**config.mk**
```make
export PLATFORM = sky130hd
export DESIGN_NAME = npu_result_reader
export DESIGN_NICKNAME = d
export VERILOG_FILES = /design/src/rtl/npu_rd_pkg.sv /design/src/rtl/npu_rd_skid_fifo.sv /design/src/rtl/npu_result_reader.sv
export SDC_FILE = /design/constraint.sdc
export NUM_CORES = 1
export LEC_CHECK = 0
export CAP_MARGIN = 15
export CORE_ASPECT_RATIO = 2
export CORE_MARGIN = 2
export CORE_UTILIZATION = 47
export DETAILED_ROUTE_END_ITERATION = 10
export PLACE_DENSITY = 0.86
export SYNTH_ARGS = -nofsm -noshare
export SYNTH_HDL_FRONTEND = slang
export SYNTH_SLANG_ARGS = --single-unit
```
**constraint.sdc**
```tcl
create_clock -name clk -period 4.6 [get_ports clk]
set_clock_uncertainty 0.15 [all_clocks]
set_input_delay 0.69 -clock clk [delete_from_list [all_inputs] [get_ports clk]]
set_output_delay 0.69 -clock clk [all_outputs]
set_load 0.01 [all_outputs]
```
**src/rtl/npu_rd_pkg.sv**
```systemverilog
// npu_rd_pkg: shared FSM type and packing constants for the NPU result reader.
package npu_rd_pkg;
    typedef enum logic [1:0] {IDLE, FETCH, DRAIN} state_e;
    localparam logic MODE_BANKED = 1'b0;
    localparam logic MODE_LINEAR = 1'b1;
    localparam int BYTE_W = 8;
    localparam int WORD_BYTES = 4;
endpackage

```
**src/rtl/npu_rd_skid_fifo.sv**
```systemverilog
// npu_rd_skid_fifo: 2-entry output skid buffer; push and pop may coincide even when full.
module npu_rd_skid_fifo
    import npu_rd_pkg::*;
#(
    parameter int W = WORD_BYTES * BYTE_W
) (
    input  logic         clk,
    input  logic         rst,
    input  logic         push_i,
    input  logic [W-1:0] data_i,
    input  logic         pop_i,
    output logic [W-1:0] data_o,
    output logic         valid_o,
    output logic [1:0]   count_o
);
    logic [W-1:0] mem_q [2];
    logic         wr_ptr_q, rd_ptr_q;
    logic [1:0]   count_q, count_d;
    logic         do_push, do_pop;

    assign do_pop  = pop_i && count_q != 2'd0;
    assign do_push = push_i && (count_q != 2'd2 || do_pop);
    assign count_d = count_q + {1'b0, do_push} - {1'b0, do_pop};

    always_ff @(posedge clk or posedge rst)
        if (rst) begin
            mem_q[0] <= '0;
            mem_q[1] <= '0;
            wr_ptr_q <= 1'b0;
            rd_ptr_q <= 1'b0;
            count_q  <= 2'd0;
        end else begin
            if (do_push) mem_q[wr_ptr_q] <= data_i;
            wr_ptr_q <= wr_ptr_q ^ do_push;
            rd_ptr_q <= rd_ptr_q ^ do_pop;
            count_q  <= count_d;
        end

    assign data_o  = mem_q[rd_ptr_q];
    assign valid_o = count_q != 2'd0;
    assign count_o = count_q;
endmodule

```
**src/rtl/npu_result_reader.sv**
```systemverilog
// npu_result_reader: fetches a range of the 4-bank result RAM and streams packed 32-bit words.
// Optional running checksum of accepted words when NPU_RDR_CHECKSUM_EN is defined.
module npu_result_reader
    import npu_rd_pkg::*;
#(
    parameter int ADDR_W = 12,
    parameter int LEN_W  = 12
) (
    input  logic              clk,
    input  logic              reset,
    input  logic              start,
    input  logic              mode,
    input  logic [ADDR_W-1:0] base_addr,
    input  logic [LEN_W-1:0]  word_count,
    output logic              busy,
    output logic              done,
    output logic              rd_en,
    output logic [ADDR_W-1:0] rd_addr,
    input  logic [7:0]        rd_data0,
    input  logic [7:0]        rd_data1,
    input  logic [7:0]        rd_data2,
    input  logic [7:0]        rd_data3,
    output logic [31:0]       out_data,
    output logic              out_valid,
    input  logic              out_ready,
    output logic [31:0]       checksum
);
    state_e            state_q, state_d;
    logic              mode_q, mode_d;
    logic [ADDR_W-1:0] addr_q, addr_d;
    logic [LEN_W-1:0]  issue_left_q, issue_left_d;
    logic [LEN_W-1:0]  acc_left_q, acc_left_d;
    logic [1:0]        byte_q, byte_d;
    logic [1:0]        inflight_q, inflight_d;
    logic              rv_q, rv_last_q;
    logic [23:0]       pack_q, pack_d;
    logic              zero_done_q, zero_done_d;
    logic              start_ok, pop, push, last_acc, word_first, word_end;
    logic [1:0]        fifo_cnt;
    logic [2:0]        credit;
    logic [31:0]       push_data;

    assign start_ok   = start && state_q == IDLE && !zero_done_q;
    assign pop        = out_valid && out_ready;
    assign last_acc   = pop && acc_left_q == LEN_W'(1);
    assign word_first = mode_q == MODE_BANKED || byte_q == 2'd0;
    assign word_end   = mode_q == MODE_BANKED || byte_q == 2'd3;
    // Credit is reserved per word on its first read, so linear bytes 1..3 never stall.
    assign credit     = {1'b0, fifo_cnt} + {1'b0, inflight_q} - {2'b00, pop};
    assign push       = rv_q && rv_last_q;
    assign inflight_d = inflight_q + {1'b0, rd_en && word_first} - {1'b0, push};
    assign pack_d     = rv_q ? {rd_data0, pack_q[23:8]} : pack_q;
    assign push_data  = mode_q == MODE_LINEAR ? {rd_data0, pack_q}
                                              : {rd_data0, rd_data1, rd_data2, rd_data3};

    always_comb begin
        state_d      = state_q;
        mode_d       = mode_q;
        addr_d       = addr_q;
        issue_left_d = issue_left_q;
        acc_left_d   = acc_left_q;
        byte_d       = byte_q;
        zero_done_d  = start_ok && word_count == '0;
        rd_en        = state_q == FETCH && (!word_first || credit < 3'd2);
        if (start_ok) begin
            mode_d       = mode;
            addr_d       = base_addr;
            issue_left_d = word_count;
            acc_left_d   = word_count;
            byte_d       = 2'd0;
            state_d      = word_count == '0 ? IDLE : FETCH;
        end
        if (rd_en) begin
            addr_d = addr_q + ADDR_W'(1);
            byte_d = mode_q == MODE_LINEAR ? byte_q + 2'd1 : 2'd0;
        end
        if (rd_en && word_end) begin
            issue_left_d = issue_left_q - LEN_W'(1);
            state_d      = issue_left_q == LEN_W'(1) ? DRAIN : state_d;
        end
        if (pop) acc_left_d = acc_left_q - LEN_W'(1);
        if (last_acc) state_d = IDLE;
    end

    always_ff @(posedge clk or posedge reset)
        if (reset) begin
            state_q      <= IDLE;
            mode_q       <= MODE_BANKED;
            addr_q       <= '0;
            issue_left_q <= '0;
            acc_left_q   <= '0;
            byte_q       <= 2'd0;
            inflight_q   <= 2'd0;
            rv_q         <= 1'b0;
            rv_last_q    <= 1'b0;
            pack_q       <= '0;
            zero_done_q  <= 1'b0;
        end else begin
            state_q      <= state_d;
            mode_q       <= mode_d;
            addr_q       <= addr_d;
            issue_left_q <= issue_left_d;
            acc_left_q   <= acc_left_d;
            byte_q       <= byte_d;
            inflight_q   <= inflight_d;
            rv_q         <= rd_en;
            rv_last_q    <= word_end;
            pack_q       <= pack_d;
            zero_done_q  <= zero_done_d;
        end

    npu_rd_skid_fifo u_fifo (
        .clk    (clk),
        .rst    (reset),
        .push_i (push),
        .data_i (push_data),
        .pop_i  (pop),
        .data_o (out_data),
        .valid_o(out_valid),
        .count_o(fifo_cnt)
    );

    assign rd_addr = addr_q;
    assign done    = zero_done_q || last_acc;
    assign busy    = state_q != IDLE || zero_done_q;

`ifdef NPU_RDR_CHECKSUM_EN
    logic [31:0] sum_q;
    always_ff @(posedge clk or posedge reset)
        if (reset) sum_q <= '0;
        else if (start_ok) sum_q <= '0;
        else if (pop) sum_q <= sum_q + out_data;
    // Includes the word accepted this cycle so the value is complete when done pulses.
    assign checksum = sum_q + (pop ? out_data : 32'd0);
`else
    assign checksum = '0;
`endif
endmodule

```
; Word-level counts from Yosys, hierarchy flattened
; Index checks and enable logic that the tools add are counted.
[totals]
reg_bits = 138
input_bits = 61
out_inout_bits = 80
elab_cells = 88
[classes]
n_addsub = 10
magnitude_cmp = 4
n_eq_ne = 5
muxes = 20
bitwise_logic = 5
n_reduce_logical = 28
[op_table]
columns = operator, count
row1 = 32-bit two-way mux, 4
row2 = 64-bit bitwise mux, 1
row3 = 12-bit two-way mux, 5
row4 = 32-bit demux with 1-bit select, 1
row5 = "12-bit by 1-bit == test with 1-bit output, second input constant", 2
row6 = 24-bit two-way mux, 1
row7 = "12-bit by 1-bit subtractor with 12-bit output, second input constant", 2
row8 = 2-bit two-way mux, 7
row9 = "12-bit by 1-bit adder with 12-bit output, second input constant", 1
row10 = 1-bit logical AND, 12
row11 = 12-bit zero test, 1
row12 = 2-bit nonzero test, 5
row13 = 1-bit logical OR, 6
row14 = 2-bit by 1-bit adder with 2-bit output, 2
row15 = "2-bit >= comparator, second input constant", 2
row16 = 2-bit zero test, 2
row17 = 1-bit NOT with 2-bit output, 2
row18 = 2-bit by 1-bit subtractor with 2-bit output, 2
row19 = 2-bit by 2-bit adder with 3-bit output, 1
row20 = "3-bit by 2-bit less-than comparator with 1-bit output, second input constant", 1
row21 = 3-bit by 1-bit subtractor with 3-bit output, 1
row22 = "2-bit by 1-bit adder with 2-bit output, second input constant", 1
row23 = "2-bit by 1-bit == test with 1-bit output, second input constant", 1
row24 = "2-bit == test, second input constant", 1
row25 = 6 further kinds, 8

; Logic depth before layout (Yosys ltp)
[logic_depth]
ltp_word = 9
ltp_mapped = 18
mapped_depth_nobuf = 16

; Cells and area by module
; Synthesis repeated with hierarchy kept, for this count alone.
[unflattened]
hier_cells = 597
hier_area_um2 = 7557.2
[by_module_without_submodules]
columns = mod, instances, cells_each, area_per_inst_um2, seq_area_each_um2
row1 = npu_result_reader, 1, 405, 4101.4, 1751.7
row2 = npu_rd_skid_fifo, 1, 192, 3455.8, 1701.6

; Worst setup path after synthesis
; OpenSTA, ideal clock, no wires.
[synth_timing]
kind = input port to flip-flop
startpoint = input out_ready
endpoint = register inflight_q[1]
setup_ns = 0.123
t_arrival_ns = 3.679
required_time_ns = 4.327
slack_ns = 0.648
path_stages = 17
n_path_buf = 2
path_cell_list = nand2_1 inv_1 clkbuf_1 ha_1 inv_1 nand2_1 fa_1 xor2_1 a31oi_2 inv_2 clkbuf_1 o21ai_0 ha_1 inv_1 ha_1 xnor2_1 xnor2_1
[synth_between]
elab_chain_len = 8
[synth_lines]
columns = element, line
row1 = "start, declared", npu_result_reader.sv:25  ; input logic out_ready,
row2 = 1-bit logical AND, npu_result_reader.sv:44  ; assign pop = out_valid && out_ready;
row3 = 3-bit by 1-bit subtractor with 3-bit output, npu_result_reader.sv:49  ; assign credit = {1'b0, fifo_cnt} + {1'b0, inflight_q} - {2'b00, pop};
row4 = 3-bit by 2-bit less-than comparator with 1-bit output, npu_result_reader.sv:64  ; rd_en = state_q == FETCH && (!word_first || credit < 3'd2);
row5 = 1-bit logical OR, npu_result_reader.sv:64
row6 = 1-bit logical AND, npu_result_reader.sv:64
row7 = named net rd_en, npu_result_reader.sv:17  ; output logic rd_en,
row8 = 1-bit logical AND, npu_result_reader.sv:51  ; assign inflight_d = inflight_q + {1'b0, rd_en && word_first} - {1'b0, push};
row9 = 2-bit by 1-bit adder with 2-bit output, npu_result_reader.sv:51
row10 = 2-bit by 1-bit subtractor with 2-bit output, npu_result_reader.sv:51
row11 = named net inflight_d[1], npu_result_reader.sv:34  ; logic [1:0] inflight_q, inflight_d;
row12 = "end signal, assigned", npu_result_reader.sv:105  ; inflight_q <= inflight_d;
row13 = "end, declared", npu_result_reader.sv:34
; The timed path passes the listed nets, and every way through them passes these cells.
; A chain may end at the register's enable or synchronous reset.

; Worst setup path after layout
[layout_timing]
startpoint = input out_ready
endpoint = output rd_en
[layout_between]
elab_chain_len = 5
[layout_lines]
columns = element, line
row1 = 1-bit logical AND, npu_result_reader.sv:44
row2 = 3-bit by 1-bit subtractor with 3-bit output, npu_result_reader.sv:49
row3 = 3-bit by 2-bit less-than comparator with 1-bit output, npu_result_reader.sv:64
row4 = 1-bit logical OR, npu_result_reader.sv:64
row5 = 1-bit logical AND, npu_result_reader.sv:64
row6 = "end, declared", npu_result_reader.sv:17
; No other way between the ends.

==> flow_summary.yaml <==
timing:
  report.final.hold_viol_count: 0
  tightest_slew_ps: 944
  setup_ws_ps: 482
  finalMaxSlewViolations: 0
  grt_setup_unrepaired: "no"
  max_freq_mhz: 243
  final.setup.tns_ps: 0
  fin_hold_ws_ps: 341
  setup_viol: 0
  period_minus_slack_ps: 4120
  max-slew-margin-rel: 0.371
  final.period_utilization: 0.895
layout:
  drive_gt1_frac: 0.171
  post-route-util: 0.604
  antenna_cells: 0
  nFillCells: 1168
  area_growth_pct: 26.1
  nets: 827
setup_path:
  r2r-end: "issue_left_q[7]$_DFFE_PP0P_"
  arrival_ps: 3280
  cp_top_family: "buffers and inverters"
  critical_path.startpoint: "out_ready"
  crit_type: "in -> out"
  critPathSlowestCell: "clkdlybuf4s50_1"
  reg2reg_slack_ps: 910
  max_stage_delay_ps: 510
  crit_chain: "clkdlybuf4s50_1 > nand2_1 > inv_1 > ha_1 > inv_1 > nand2_1 > fa_1 > xor2_1 > a31oi_2 > inv_2 > clkdlybuf4s50_1"
  r2r_cells: 13
  cp_max_fo: 4
  r2r-start: "u_fifo.count_o[1]$_DFF_PP0_"
  path_buf_inv: 5
  cp.required_ps: 3760
  critPathLaunchType: "input pin"
  end_kind: "output pin"
power_and_ir_drop:
  power.density_mw_per_mm2: 770
  p_leak_nw: 3.74
  peakVddDrop_v: 0.000373
job:
  drv_cap: 0
clock_tree:
  cts_buffers: 17
  cts_resized: 0
  cts_tree: "built"
  clock-sinks: 138
  clk_pin_slew_ps: 60
  clockRootBuffer: "clkbuf_16"
  hold_buffers: 0
  cts_max_path_buffers: 2
  cts_setup_buffers: 0
  cts_htree_levels: 4
  insertion_delay_ps: 420
synth:
  async_flop_share: 1.00
  yosysSeqAreaShare: 0.505
  synthTopCellsByCount: "138 x dfrtp_1, 76 x nor2_1, 72 x mux2_2"
  syn_area_per_cell_um2: 10.6
  ys_seq_elements: 138
  yosysWarnings: 0
  syn-instance-count: 644
  syn_area_mm2: 0.00683
  synth_top_area_cell: "dfrtp_1"
  synth-main-ff-cell: "dfrtp_1"
  synth_top_area_share: 0.505
  synthTopCellsByArea: "dfrtp_1 51%, mux2_2 12%, a21oi_1 4.3%"
  synth_edf_count: 0
  ys_types: 55
  yosysMostFrequentCell: "dfrtp_1"
drt:
  first_pass_iters: 6
  antenna_left: 0
  vias: 5299
  routed_wl_um: 16800
  drtIter0Drc: 229
  vias_per_cell: 5.54
  wl_per_cell_um: 17.6
  post-route-drc-count: 0
grt:
  grt_max_degree: 92
  grt_pass1_vias: 5600
  grt-ovfl-total: 0
  grt_pass1_wl_um: 27300
  antenna_found_initial: 0
  grt.total_usage: 0.227
min_path:
  min_path_type: "reg -> reg"
  hold_depth: 2
  min_delay_worst_endpoint: "acc_left_q[7]$_DFFE_PP0P_"
  hold_start: "acc_left_q[7]$_DFFE_PP0P_"
run_status:
  outcome: "complete, no violations"
placed_design:
  dpl_worst_slack_ps: 514
  numPortBuffers: 108
  hpwl_um: 12100
  place.gp.congestion: 0.840
floorplan:
  die_y_um: 175
  start_util: 0.479
  die_x_um: 89.3
  core_area_mm2: 0.0143
  floorplan.die_area_mm2: 0.0156
  io_pins: 141
  rows: 62
==> logic make-up after synthesis <==
kind of cell / share of synthesized area
buf+inv: 0.0654
mux: 0.155
compound gates: 0.116
flops: 0.505
other cells: 0.000549
fa+ha+maj: 0.0286
xor+xnor: 0.00897
simple gates: 0.120
==> placed cells by master, fill, tap and decap left out, types with 3 or more instances in the layout <==
cell,instances
a211oi_1,4
a21oi_1,59
a221o_1,6
and2_1,3
and3_1,8
buf_4,12
clkbuf_16,17
clkdlybuf4s50_1,108
clkinv_4,4
conb_1,32
dfrtp_1,138
ha_1,12
inv_1,21
inv_6,6
inv_8,3
mux2_2,72
mux2i_1,25
nand2_1,31
nand3_1,16
nand4_1,4
nor2_1,76
nor3_1,11
nor4_1,9
o21ai_0,19
o221a_2,3
o311ai_0,5
o31ai_1,3
or2_2,3
or3_1,3
or4_1,3
xnor2_1,6
==> stage by stage <==
| step | instance area (um^2) | std cells | power, W |
|---|---|---|---|
| after global placement | 8010 | 924 | 0.00512 |
| after detailed placement | 8010 | 924 | 0.00524 |
| after CTS | 8620 | 956 | 0.00667 |
| final | 8620 | 956 | 0.00663 |
| after global routing | 8620 | 956 | 0.00708 |
| after floorplan | 6950 | 675 | 0.00406 |
==> registers in the layout, indices dropped and copies added, names as in the netlist, 2 cells and up <==
register / count
issue_left_q: 12
u_fifo.count_o: 2
u_fifo.mem_q: 64
pack_q: 24
state_q: 2
acc_left_q: 12
rd_addr: 12
byte_q: 2
inflight_q: 2
==> worst max path at each step <==
stage / to / slack, ps / depth (start not counted)
finish: rd_en / 480 / 11
global route: rd_en / 360 / 11
CTS: rd_en / 490 / 11
detailed placement: rd_en / 510 / 11
global placement: rd_en / 600 / 11
floorplan: acc_left_q[0]$_DFFE_PP0P_ / 60 / 1
==> power breakdown <==
group | total [W] | internal, W | switching [W] | leakage [nW]
Clock | 0.00139 | 0.000821 | 0.000570 | 0.295
Sequential | 0.00225 | 0.00180 | 0.000442 | 1.60
Combinational | 0.00300 | 0.00153 | 0.00147 | 1.85
==> area by class of cell <==
type,count,area [um^2],share of cell area
sequential,138,3450,0.401
multi-input combinational,451,3060,0.355
timing repair buffer,120,1170,0.136
clock buffer,17,425,0.0494
tap,192,240,0.0279
clock inverter,15,180,0.0209
inverter,23,91.3,0.0106
==> tightest hold or removal path: cells and delay by family (launching register included) <==
| family | cells | cell delay, ps |
|---|---|---|
| and+or+nand+nor | 1 | 50 |
| AOI/OAI and AO/OA | 1 | 70 |
| DFF | 1 | 330 |
==> routing by layer <==
metal / vias to the layer above / share of wire / wire [um] / GRT usage
met5: - / 0 / 0 / 0
met4: 0 / 0.048 / 809 / 0.116
met3: 63 / 0.040 / 671 / 0.0423
met2: 182 / 0.57 / 9560 / 0.413
met1: 2613 / 0.34 / 5800 / 0.237
li1: 2441 / - / - / -
No activity file was read; power rests on OpenSTA's default activity.
